<file path="src/rtl/regfile_write_master.sv">
// regfile_write_master
// Writer side of the register-file write port. ALU and memory-load writeback
// results are queued in a small in-order FIFO and retired one per cycle into
// the register file through a registered output stage. The decode stage is
// told which of its two source registers still has a write outstanding.
//
// Optional feature (macro WB_BYPASS_EN): when defined, r1Fwd/r2Fwd carry the
// value of the youngest outstanding write to the requested register. When
// undefined they are tied to zero and decode must stall on r1Pending/r2Pending.

module regfile_write_master #(
  parameter int DATA_W = 8,
  parameter int ADDR_W = 5,
  parameter int DEPTH  = 4
) (
  input  logic              clk,
  input  logic              rst_n,
  input  logic              memValid,
  input  logic [ADDR_W-1:0] memRd,
  input  logic [DATA_W-1:0] memData,
  output logic              memReady,
  input  logic              aluValid,
  input  logic [ADDR_W-1:0] aluRd,
  input  logic [DATA_W-1:0] aluData,
  output logic              aluReady,
  output logic [ADDR_W-1:0] writeRpoint,
  output logic [DATA_W-1:0] writeData,
  output logic              writeEnable,
  input  logic [ADDR_W-1:0] R1point,
  input  logic [ADDR_W-1:0] R2point,
  output logic              r1Pending,
  output logic              r2Pending,
  output logic [DATA_W-1:0] r1Fwd,
  output logic [DATA_W-1:0] r2Fwd
);

  // DEPTH is a power of two, so the count needs exactly one bit more than a pointer.
  localparam int PTR_W = (DEPTH > 1) ? $clog2(DEPTH) : 1;
  localparam int CNT_W = PTR_W + 1;

  localparam logic [PTR_W-1:0]  PTR_ONE   = PTR_W'(1'b1);
  localparam logic [PTR_W-1:0]  PTR_ZERO  = PTR_W'(1'b0);
  localparam logic [CNT_W-1:0]  CNT_ONE   = CNT_W'(1'b1);
  localparam logic [CNT_W-1:0]  CNT_ZERO  = CNT_W'(1'b0);
  localparam logic [CNT_W-1:0]  MEM_LIMIT = CNT_W'(DEPTH - 1);
  localparam logic [CNT_W-1:0]  ALU_LIMIT = CNT_W'(DEPTH - 2);
  localparam logic [ADDR_W-1:0] RD_ZERO   = {ADDR_W{1'b0}};
  localparam logic [DATA_W-1:0] DATA_ZERO = {DATA_W{1'b0}};

  // FIFO storage and bookkeeping
  logic [ADDR_W-1:0] fifo_rd_r   [DEPTH];
  logic [DATA_W-1:0] fifo_data_r [DEPTH];
  logic [PTR_W-1:0]  head_r;
  logic [PTR_W-1:0]  tail_r;
  logic [CNT_W-1:0]  count_r;

  // Registered handshake and output stage
  logic              mem_ready_r;
  logic              alu_ready_r;
  logic              write_en_r;
  logic [ADDR_W-1:0] write_rd_r;
  logic [DATA_W-1:0] write_data_r;

  // Next-state helpers
  logic              mem_push_s;
  logic              alu_push_s;
  logic              pop_s;
  logic [1:0]        push_cnt_s;
  logic [PTR_W-1:0]  alu_slot_s;
  logic [PTR_W-1:0]  tail_next_s;
  logic [PTR_W-1:0]  head_next_s;
  logic [CNT_W-1:0]  count_next_s;

  // Pending / forwarding helpers
  logic [DEPTH-1:0]  slot_valid_s;
  logic              r1_pend_s;
  logic              r2_pend_s;

  // Push/pop decisions; rd==0 results complete the handshake but are discarded.
  always_comb begin
    mem_push_s = memValid && mem_ready_r && (memRd != RD_ZERO);
    alu_push_s = aluValid && alu_ready_r && (aluRd != RD_ZERO);
    pop_s      = (count_r != CNT_ZERO);
    push_cnt_s = {1'b0, mem_push_s} + {1'b0, alu_push_s};
    if (mem_push_s) begin
      alu_slot_s = tail_r + PTR_ONE;
    end else begin
      alu_slot_s = tail_r;
    end
    tail_next_s = tail_r + PTR_W'(push_cnt_s);
    if (pop_s) begin
      head_next_s  = head_r + PTR_ONE;
      count_next_s = count_r + CNT_W'(push_cnt_s) - CNT_ONE;
    end else begin
      head_next_s  = head_r;
      count_next_s = count_r + CNT_W'(push_cnt_s);
    end
  end

  // FIFO entry storage: the mem result lands first (older), the ALU result behind it.
  always_ff @(posedge clk or negedge rst_n) begin
    if (!rst_n) begin
      for (int i = 0; i < DEPTH; i++) begin
        fifo_rd_r[i]   <= RD_ZERO;
        fifo_data_r[i] <= DATA_ZERO;
      end
    end else begin
      if (mem_push_s) begin
        fifo_rd_r[tail_r]   <= memRd;
        fifo_data_r[tail_r] <= memData;
      end
      if (alu_push_s) begin
        fifo_rd_r[alu_slot_s]   <= aluRd;
        fifo_data_r[alu_slot_s] <= aluData;
      end
    end
  end

  // Pointers, occupancy, and readiness derived from the occupancy that will be registered.
  always_ff @(posedge clk or negedge rst_n) begin
    if (!rst_n) begin
      head_r      <= PTR_ZERO;
      tail_r      <= PTR_ZERO;
      count_r     <= CNT_ZERO;
      mem_ready_r <= 1'b1;
      alu_ready_r <= 1'b1;
    end else begin
      head_r      <= head_next_s;
      tail_r      <= tail_next_s;
      count_r     <= count_next_s;
      mem_ready_r <= (count_next_s <= MEM_LIMIT);
      alu_ready_r <= (count_next_s <= ALU_LIMIT);
    end
  end

  // Output stage: pop the head into the write registers; hold index/data when idle.
  always_ff @(posedge clk or negedge rst_n) begin
    if (!rst_n) begin
      write_en_r   <= 1'b0;
      write_rd_r   <= RD_ZERO;
      write_data_r <= DATA_ZERO;
    end else if (pop_s) begin
      write_en_r   <= 1'b1;
      write_rd_r   <= fifo_rd_r[head_r];
      write_data_r <= fifo_data_r[head_r];
    end else begin
      write_en_r   <= 1'b0;
      write_rd_r   <= write_rd_r;
      write_data_r <= write_data_r;
    end
  end

  // Mark which FIFO slots hold live entries (distance from head below the count).
  always_comb begin
    slot_valid_s = {DEPTH{1'b0}};
    for (int i = 0; i < DEPTH; i++) begin
      slot_valid_s[i] = ({1'b0, PTR_W'(i) - head_r} < count_r);
    end
  end

  // Outstanding-write detection for both decode sources; register 0 is never pending.
  always_comb begin
    r1_pend_s = write_en_r && (write_rd_r == R1point);
    r2_pend_s = write_en_r && (write_rd_r == R2point);
    for (int i = 0; i < DEPTH; i++) begin
      if (slot_valid_s[i] && (fifo_rd_r[i] == R1point)) begin
        r1_pend_s = 1'b1;
      end else begin
        r1_pend_s = r1_pend_s;
      end
      if (slot_valid_s[i] && (fifo_rd_r[i] == R2point)) begin
        r2_pend_s = 1'b1;
      end else begin
        r2_pend_s = r2_pend_s;
      end
    end
    if (R1point == RD_ZERO) begin
      r1_pend_s = 1'b0;
    end else begin
      r1_pend_s = r1_pend_s;
    end
    if (R2point == RD_ZERO) begin
      r2_pend_s = 1'b0;
    end else begin
      r2_pend_s = r2_pend_s;
    end
  end

`ifdef WB_BYPASS_EN
  logic [DATA_W-1:0] r1_fwd_s;
  logic [DATA_W-1:0] r2_fwd_s;
  logic [PTR_W-1:0]  age_slot_s;

  // Youngest-match forwarding: output stage is oldest, then FIFO head..tail; later hits override.
  always_comb begin
    r1_fwd_s   = DATA_ZERO;
    r2_fwd_s   = DATA_ZERO;
    age_slot_s = head_r;
    if (write_en_r && (write_rd_r == R1point)) begin
      r1_fwd_s = write_data_r;
    end else begin
      r1_fwd_s = DATA_ZERO;
    end
    if (write_en_r && (write_rd_r == R2point)) begin
      r2_fwd_s = write_data_r;
    end else begin
      r2_fwd_s = DATA_ZERO;
    end
    for (int j = 0; j < DEPTH; j++) begin
      age_slot_s = head_r + PTR_W'(j);
      if (({1'b0, PTR_W'(j)} < count_r) && (fifo_rd_r[age_slot_s] == R1point)) begin
        r1_fwd_s = fifo_data_r[age_slot_s];
      end else begin
        r1_fwd_s = r1_fwd_s;
      end
      if (({1'b0, PTR_W'(j)} < count_r) && (fifo_rd_r[age_slot_s] == R2point)) begin
        r2_fwd_s = fifo_data_r[age_slot_s];
      end else begin
        r2_fwd_s = r2_fwd_s;
      end
    end
    if (R1point == RD_ZERO) begin
      r1_fwd_s = DATA_ZERO;
    end else begin
      r1_fwd_s = r1_fwd_s;
    end
    if (R2point == RD_ZERO) begin
      r2_fwd_s = DATA_ZERO;
    end else begin
      r2_fwd_s = r2_fwd_s;
    end
  end

  assign r1Fwd = r1_fwd_s;
  assign r2Fwd = r2_fwd_s;
`else
  assign r1Fwd = DATA_ZERO;
  assign r2Fwd = DATA_ZERO;
`endif

  assign memReady    = mem_ready_r;
  assign aluReady    = alu_ready_r;
  assign writeEnable = write_en_r;
  assign writeRpoint = write_rd_r;
  assign writeData   = write_data_r;
  assign r1Pending   = r1_pend_s;
  assign r2Pending   = r2_pend_s;

endmodule
</file>
<file path="config.mk">
export PLATFORM = sky130hd
export DESIGN_NAME = regfile_write_master
export DESIGN_NICKNAME = d
export VERILOG_FILES = /design/src/rtl/regfile_write_master.sv
export SDC_FILE = /design/constraint.sdc
export NUM_CORES = 1
export LEC_CHECK = 0
export BUFFER_PORTS_ARGS = -buffer_cell sky130_fd_sc_hd__buf_2
export CAP_MARGIN = 25
export CORE_UTILIZATION = 40
export DETAILED_ROUTE_END_ITERATION = 8
export PLACE_DENSITY_LB_ADDON = 0.08
export SLEW_MARGIN = 20
export SYNTH_ARGS = -nofsm -noshare
export SYNTH_HDL_FRONTEND = slang
export SYNTH_SLANG_ARGS = --single-unit
</file>
<file path="constraint.sdc">
create_clock -name clk -period 3.9 [get_ports clk]
set_input_delay 0.78 -clock clk [delete_from_list [all_inputs] [get_ports clk]]
set_output_delay 0.78 -clock clk [all_outputs]
set_load 0.05 [all_outputs]
</file>
### After elaboration in Yosys (flattened, before gate mapping)

Index checks and enable logic that the tools add are counted.
Widths: inputs -> output; s select.

| operators by class | value |
|---|---|
| muxes and demuxes | 35 |
| add/subtract/negate cells | 10 |
| reduce and logical (&&, ||, !) cells | 21 |
| magnitude comparators | 11 |
| eq/ne operators | 10 |
| bitwise logic cells | 3 |

Operators with widths:

| cell | number |
|---|---|
| $bwmux 32 | 2 |
| $mux 32 | 2 |
| $eq 5x5->1 | 10 |
| $bwmux 20 | 2 |
| $mux 20 | 2 |
| $demux 8 s2 | 2 |
| $mux 8 | 4 |
| $demux 5 s2 | 2 |
| $mux 5 | 4 |
| $bmux 8 s2 | 1 |
| $logic_and 1x1->1 | 16 |
| $lt 2x3->1 | 4 |
| $mux 1 | 11 |
| $bmux 5 s2 | 1 |
| $logic_not 5->1 | 2 |
| $reduce_bool 5->1 | 2 |
| $ge 3x3->1 const B | 3 |
| $not 2->3 | 3 |
| $le 3x2->1 const B | 2 |
| $lt 3x1->1 const B | 2 |
| $add 2x1->2 const B | 2 |
| $sub 1x2->2 const A | 2 |
| $sub 2x2->2 const A | 2 |
| $add 3x2->3 | 1 |
| 6 further kinds | 6 |

| word-level totals | value |
|---|---|
| bits in registers | 75 |
| bits of input ports | 40 |
| output and inout port bits | 34 |
| word-level logic and storage cells | 106 |

### Logic depth before layout (Yosys ltp)

| depth | value |
|---|---|
| word-level depth | 10 |
| mapped depth | 11 |
| gate-level depth less buffers | 11 |

### Worst setup path before layout

OpenSTA, ideal clock, no wires.

| timing path | value |
|---|---|
| path kind | input to register |
| start | input aluRd[1] |
| end | register alu_ready_r (netlist: aluReady) |
| setup slack | 0.830 ns |
| data arrival time | 2.985 ns |
| library setup time | 0.086 ns |
| path buffers | 0 |
| required time | 3.814 ns |
| stages | 9 |
| path through | or4_4 > o211a_1 > ha_1 > ha_1 > inv_1 > fa_1 > ha_1 > mux2i_1 > a21oi_1 |

| between the ends | value |
|---|---|
| longest elaborated chain between the ends | 7 |

RTL lines:

| what | line | RTL |
|---|---|---|
| start: declaration | 23 | `input logic [ADDR_W-1:0] aluRd,` |
| $reduce_bool 5->1 (*) | 82 | `alu_push_s = aluValid && alu_ready_r && (aluRd != RD_ZERO);` |
| $logic_and 1x1->1 (*) | 82 |  |
| $add 1x1->2 (*) | 84 | `push_cnt_s = {1'b0, mem_push_s} + {1'b0, alu_push_s};` |
| $add 3x2->3 (*) | 93, 96 |  |
| $sub 3x1->3 | 93 | `count_next_s = count_r + CNT_W'(push_cnt_s) - CNT_ONE;` |
| $mux 3 (*) | 91 | `if (pop_s) begin` |
| named net count_next_s[1] | 72 | `logic [CNT_W-1:0] count_next_s;` |
| $le 3x2->1 (*) | 132 | `alu_ready_r <= (count_next_s <= ALU_LIMIT);` |
| end signal: assignment | 132 |  |
| end: declaration | 59 | `logic alu_ready_r;` |

Mark *: on every way through the listed nets, which the timed path passes. The rest lies on a longest branch.
A chain may end at the register's enable or synchronous reset.

### Worst setup path after layout

| timing path | value |
|---|---|
| start | register head_r[0] |
| end | output r2Pending |

| between the ends | value |
|---|---|
| longest elaborated chain between the ends | 8 |
| elaborated cells on any way between the ends | 17 |
| those cells by class | add/sub: 4; order compare: 4; mux: 5; reduce/logical: 4 |

RTL lines:

| what | line | RTL |
|---|---|---|
| start: declaration | 53 | `logic [PTR_W-1:0] head_r;` |
| start signal: assignment | 128 | `head_r <= head_next_s;` |
| $sub 1x2->2 | 157 | `slot_valid_s[i] = ({1'b0, PTR_W'(i) - head_r} < count_r);` |
| $lt 2x3->1 | 157 |  |
| $logic_and 1x1->1 | 171 | `if (slot_valid_s[i] && (fifo_rd_r[i] == R2point)) begin` |
| $mux 1 (3 in series) | 171 |  |
| $mux 1 (*) | 171 |  |
| $mux 1 (*) | 182 | `if (R2point == RD_ZERO) begin` |
| end: declaration | 32 | `output logic r2Pending,` |

Mark *: on every way between the ends. The rest lies on a longest branch, timed or not.

==> impl_metrics.env <==
export IMPL_dp_final_hpwl_um=8487
export IMPL_power_density_nw_per_um2=894.5
export IMPL_grt_use_total=0.2104
export IMPL_crit_type="flop to output port"
export IMPL_drv_cap=0
export IMPL_portBuffers=57
export IMPL_grt_pass1_wl_um=19650
export IMPL_dpl_worst_slack_ns=0.4990
export IMPL_holdWs_ns=0.3179
export IMPL_final_antenna_net_count=0
export IMPL_grt_overflow=0
export IMPL_ys_types=44
export IMPL_cts_buffer_depth=2
export IMPL_crit_chain="xnor2_1 > inv_1 > ha_1 > a21oi_1 > o211ai_1 > nand4_1 > o22a_1 > buf_2"
export IMPL_stdcell_count=672
export IMPL_numCtsBuffers=9
export IMPL_worstSetupStartpointType="flop"
export IMPL_rows=39
export IMPL_slew_viol_final=0
export IMPL_pin_count=74
export IMPL_failed_checks="design-rule violations"
export IMPL_cp_required_ns=3.12
export IMPL_setup_slack_ns=0.7050
export IMPL_routed_wl_um=12100
export IMPL_synth_edf_count=0
export IMPL_crit_family="flip-flops"
export IMPL_viasPerCell=5.201
export IMPL_outcome="finished with violations"
export IMPL_cts_hold_buffers=0
export IMPL_drtIter0Drc=154
export IMPL_grt_max_degree=76
export IMPL_cts_sinks=75
export IMPL_ys_seq_elements=75
export IMPL_post_route_cells_drive_above_1_share=0.2344
export IMPL_cts_setup_buffers=0
export IMPL_async_flop_share=1.000
export IMPL_setup_viol=0
export IMPL_dieArea_um2=12500
export IMPL_clk_latency_ns=0.34
export IMPL_intPower_mw=2.746
export IMPL_avgSynthCellArea_um2=10.14
export IMPL_drc=7
export IMPL_fin_setup_tns_ns=0
export IMPL_pwr_share_seq=0.333
export IMPL_wl_per_cell_um=18.00
export IMPL_cp_max_fo=10
export IMPL_place_congestion=0.8138
export IMPL_initial_core_util=0.4172
export IMPL_first_pass_iters=8
export IMPL_switching_share=0.4386
export IMPL_synthDominantCellAreaShare=0.3786
export IMPL_syn_area_um2=4825
export IMPL_htree_levels=3
export IMPL_hold_path_class="primary input to async pin"
export IMPL_finalHoldViolCount=0
export IMPL_slew_headroom=0.5253
export IMPL_max_freq_mhz=313.0
export IMPL_fin_util=0.4728
export IMPL_final_nets=577
export IMPL_cts_tree="done"
export IMPL_layout_commonest_cell="dfrtp_1"
export IMPL_yosysTopAreaCell="dfrtp_1"
export IMPL_placeableCoreArea_um2=11560
export IMPL_cts_resized=0
export IMPL_period_needed_ns=3.195
export IMPL_skew_ns=0.005280
export IMPL_clock_root_buffer="clkbuf_16"
export IMPL_synth_ff_type="dfrtp_1"
export IMPL_worstPathArrival_ns=2.41
export IMPL_worstMarginPinSlew_ns=0.7078
export IMPL_finalCritPeriodShare=0.8192
export IMPL_crit_buf_inv=2
export IMPL_combPwrFrac=0.500
export IMPL_slowest_stage="dfrtp_1"
export IMPL_antenna_found_initial=0
export IMPL_ys_warn_count=0
export IMPL_dp_cells=655
export IMPL_vias=3495
export IMPL_cp_end_kind="output port"
export IMPL_place_area_um2=5147
export IMPL_antenna_cells=0
export IMPL_mostFrequentLayoutCells="dfrtp_1 (73), nand2_1 (71), buf_2 (56), mux2i_1 (53), xor2_1 (40)"
export IMPL_max_stage_delay_ns=0.66
export IMPL_rsz0062_at_grt="no"
export IMPL_ir_worst_vdd_mv=0.3641
export IMPL_design_power_total_mw=4.891
export IMPL_clkPwrFrac=0.167
export IMPL_cts_clk_slew_worst_paths_ns=0.06
export IMPL_yosysSeqAreaShare=0.3895
export IMPL_power_switching_mw=2.145
export IMPL_r2r_start="memReady$_DFF_PN1_"
export IMPL_fin_area_um2=5468
export IMPL_area_growth_pct=13.33
export IMPL_die_x_um=111.8
export IMPL_leakage_nw=2.715
export IMPL_setup_worst_path_start="head_r[0]$_DFFE_PN0N_"
export IMPL_grt_pass1_vias=3588
export IMPL_synth_area_leaders="dfrtp_1 (38%), mux2i_1 (11%), xor2_1 (7.3%), mux4_2 (6.1%), nand2_1 (5.5%)"
export IMPL_chipHeight_um=111.8
export IMPL_syn_inst=476
==> worst register-to-register path, delay by kind of cell, from the launching register on <==
kind	cells	cell delay, ns
fa+ha+maj	4	1.20
buf+inv	2	0.21
flops	1	0.52
compound gates	2	0.35
mux	1	0.16
simple gates	1	0.10
==> synth_stat cells, drive strengths merged, types with 5 or more instances <==
library cell / count
nand2: 72
o21ai: 26
a21oi: 30
nor2: 30
inv: 13
clkbuf: 15
ha: 12
mux2i: 53
dfrtp: 73
nor4: 5
xnor2: 18
buf: 32
xor2: 40
mux4: 13
nor3: 7
==> routing by layer <==
metal / share of wire / vias up / GRT usage / wire, µm
li1: - / 1700 / - / -
met1: 0.43 / 1691 / 0.2577 / 5189
met2: 0.51 / 88 / 0.3640 / 6114
met3: 0.047 / 16 / 0.05117 / 570
met4: 0.019 / 0 / 0.06577 / 224
met5: 0 / - / 0 / 0
==> final timing paths <==
| check | slack (ns) | end | depth (start not counted) |
|---|---|---|---|
| worst max-delay path | 0.71 | r2Pending | 8 |
| worst min-delay path | 0.32 | writeRpoint[0]$_DFFE_PN0N_ | 1 |
| worst max register to register | 1.26 | aluReady$_DFF_PN1_ | 10 |
| worst min register to register | 0.46 | writeData[6]$_DFFE_PN0N_ | 2 |
| max in group asynchronous | 3.00 | writeRpoint[1]$_DFFE_PN0N_ | 2 |
| min in group clk | 0.46 | writeData[6]$_DFFE_PN0N_ | 2 |
==> logic make-up (layout without fill, tap and decap cells) <==
logic type,after synthesis,in the layout,share of synthesized area
AND/OR/NAND/NOR,126,126,0.1120
AO/OA/AOI/OAI,77,77,0.1177
flip-flops,75,75,0.3895
multiplexers,66,66,0.1706
buffers and inverters,60,98,0.06872
XOR/XNOR,58,58,0.1053
adder cells (fa/ha/maj),13,13,0.03527
other,1,16,0.0007773
==> area by class of cell <==
cell class | count | area (µm²)
repair buffers | 69 | 397.9
multi-input cells | 356 | 2670
flip-flops and latches | 75 | 1879
well taps | 143 | 178.9
fillers | 1121 | 6097
clock buffers | 15 | 287.8
clock inverters | 1 | 5.005
inverters | 13 | 48.80
==> sequential cells by signal, indices dropped and copies added, names as in the netlist <==
| register | count |
|---|---|
| writeRpoint | 5 |
| memReady | 1 |
| count_r | 3 |
| writeEnable | 1 |
| writeData | 8 |
| head_r | 2 |
| tail_r | 2 |
| fifo_data_r | 32 |
| fifo_rd_r | 20 |
| aluReady | 1 |
==> power groups by stage <==
stage          clock network [mW]  registers, mW  logic, mW
5_1_grt                     0.872           1.69       2.71
4_1_cts                     0.840           1.64       2.48
3_5_place_dp                    0           1.65       2.47
2_1_floorplan                   0           1.75       1.75
3_3_place_gp                    0           1.64       2.44
6_report                    0.818           1.63       2.45
No activity file was read; power rests on OpenSTA's default activity.
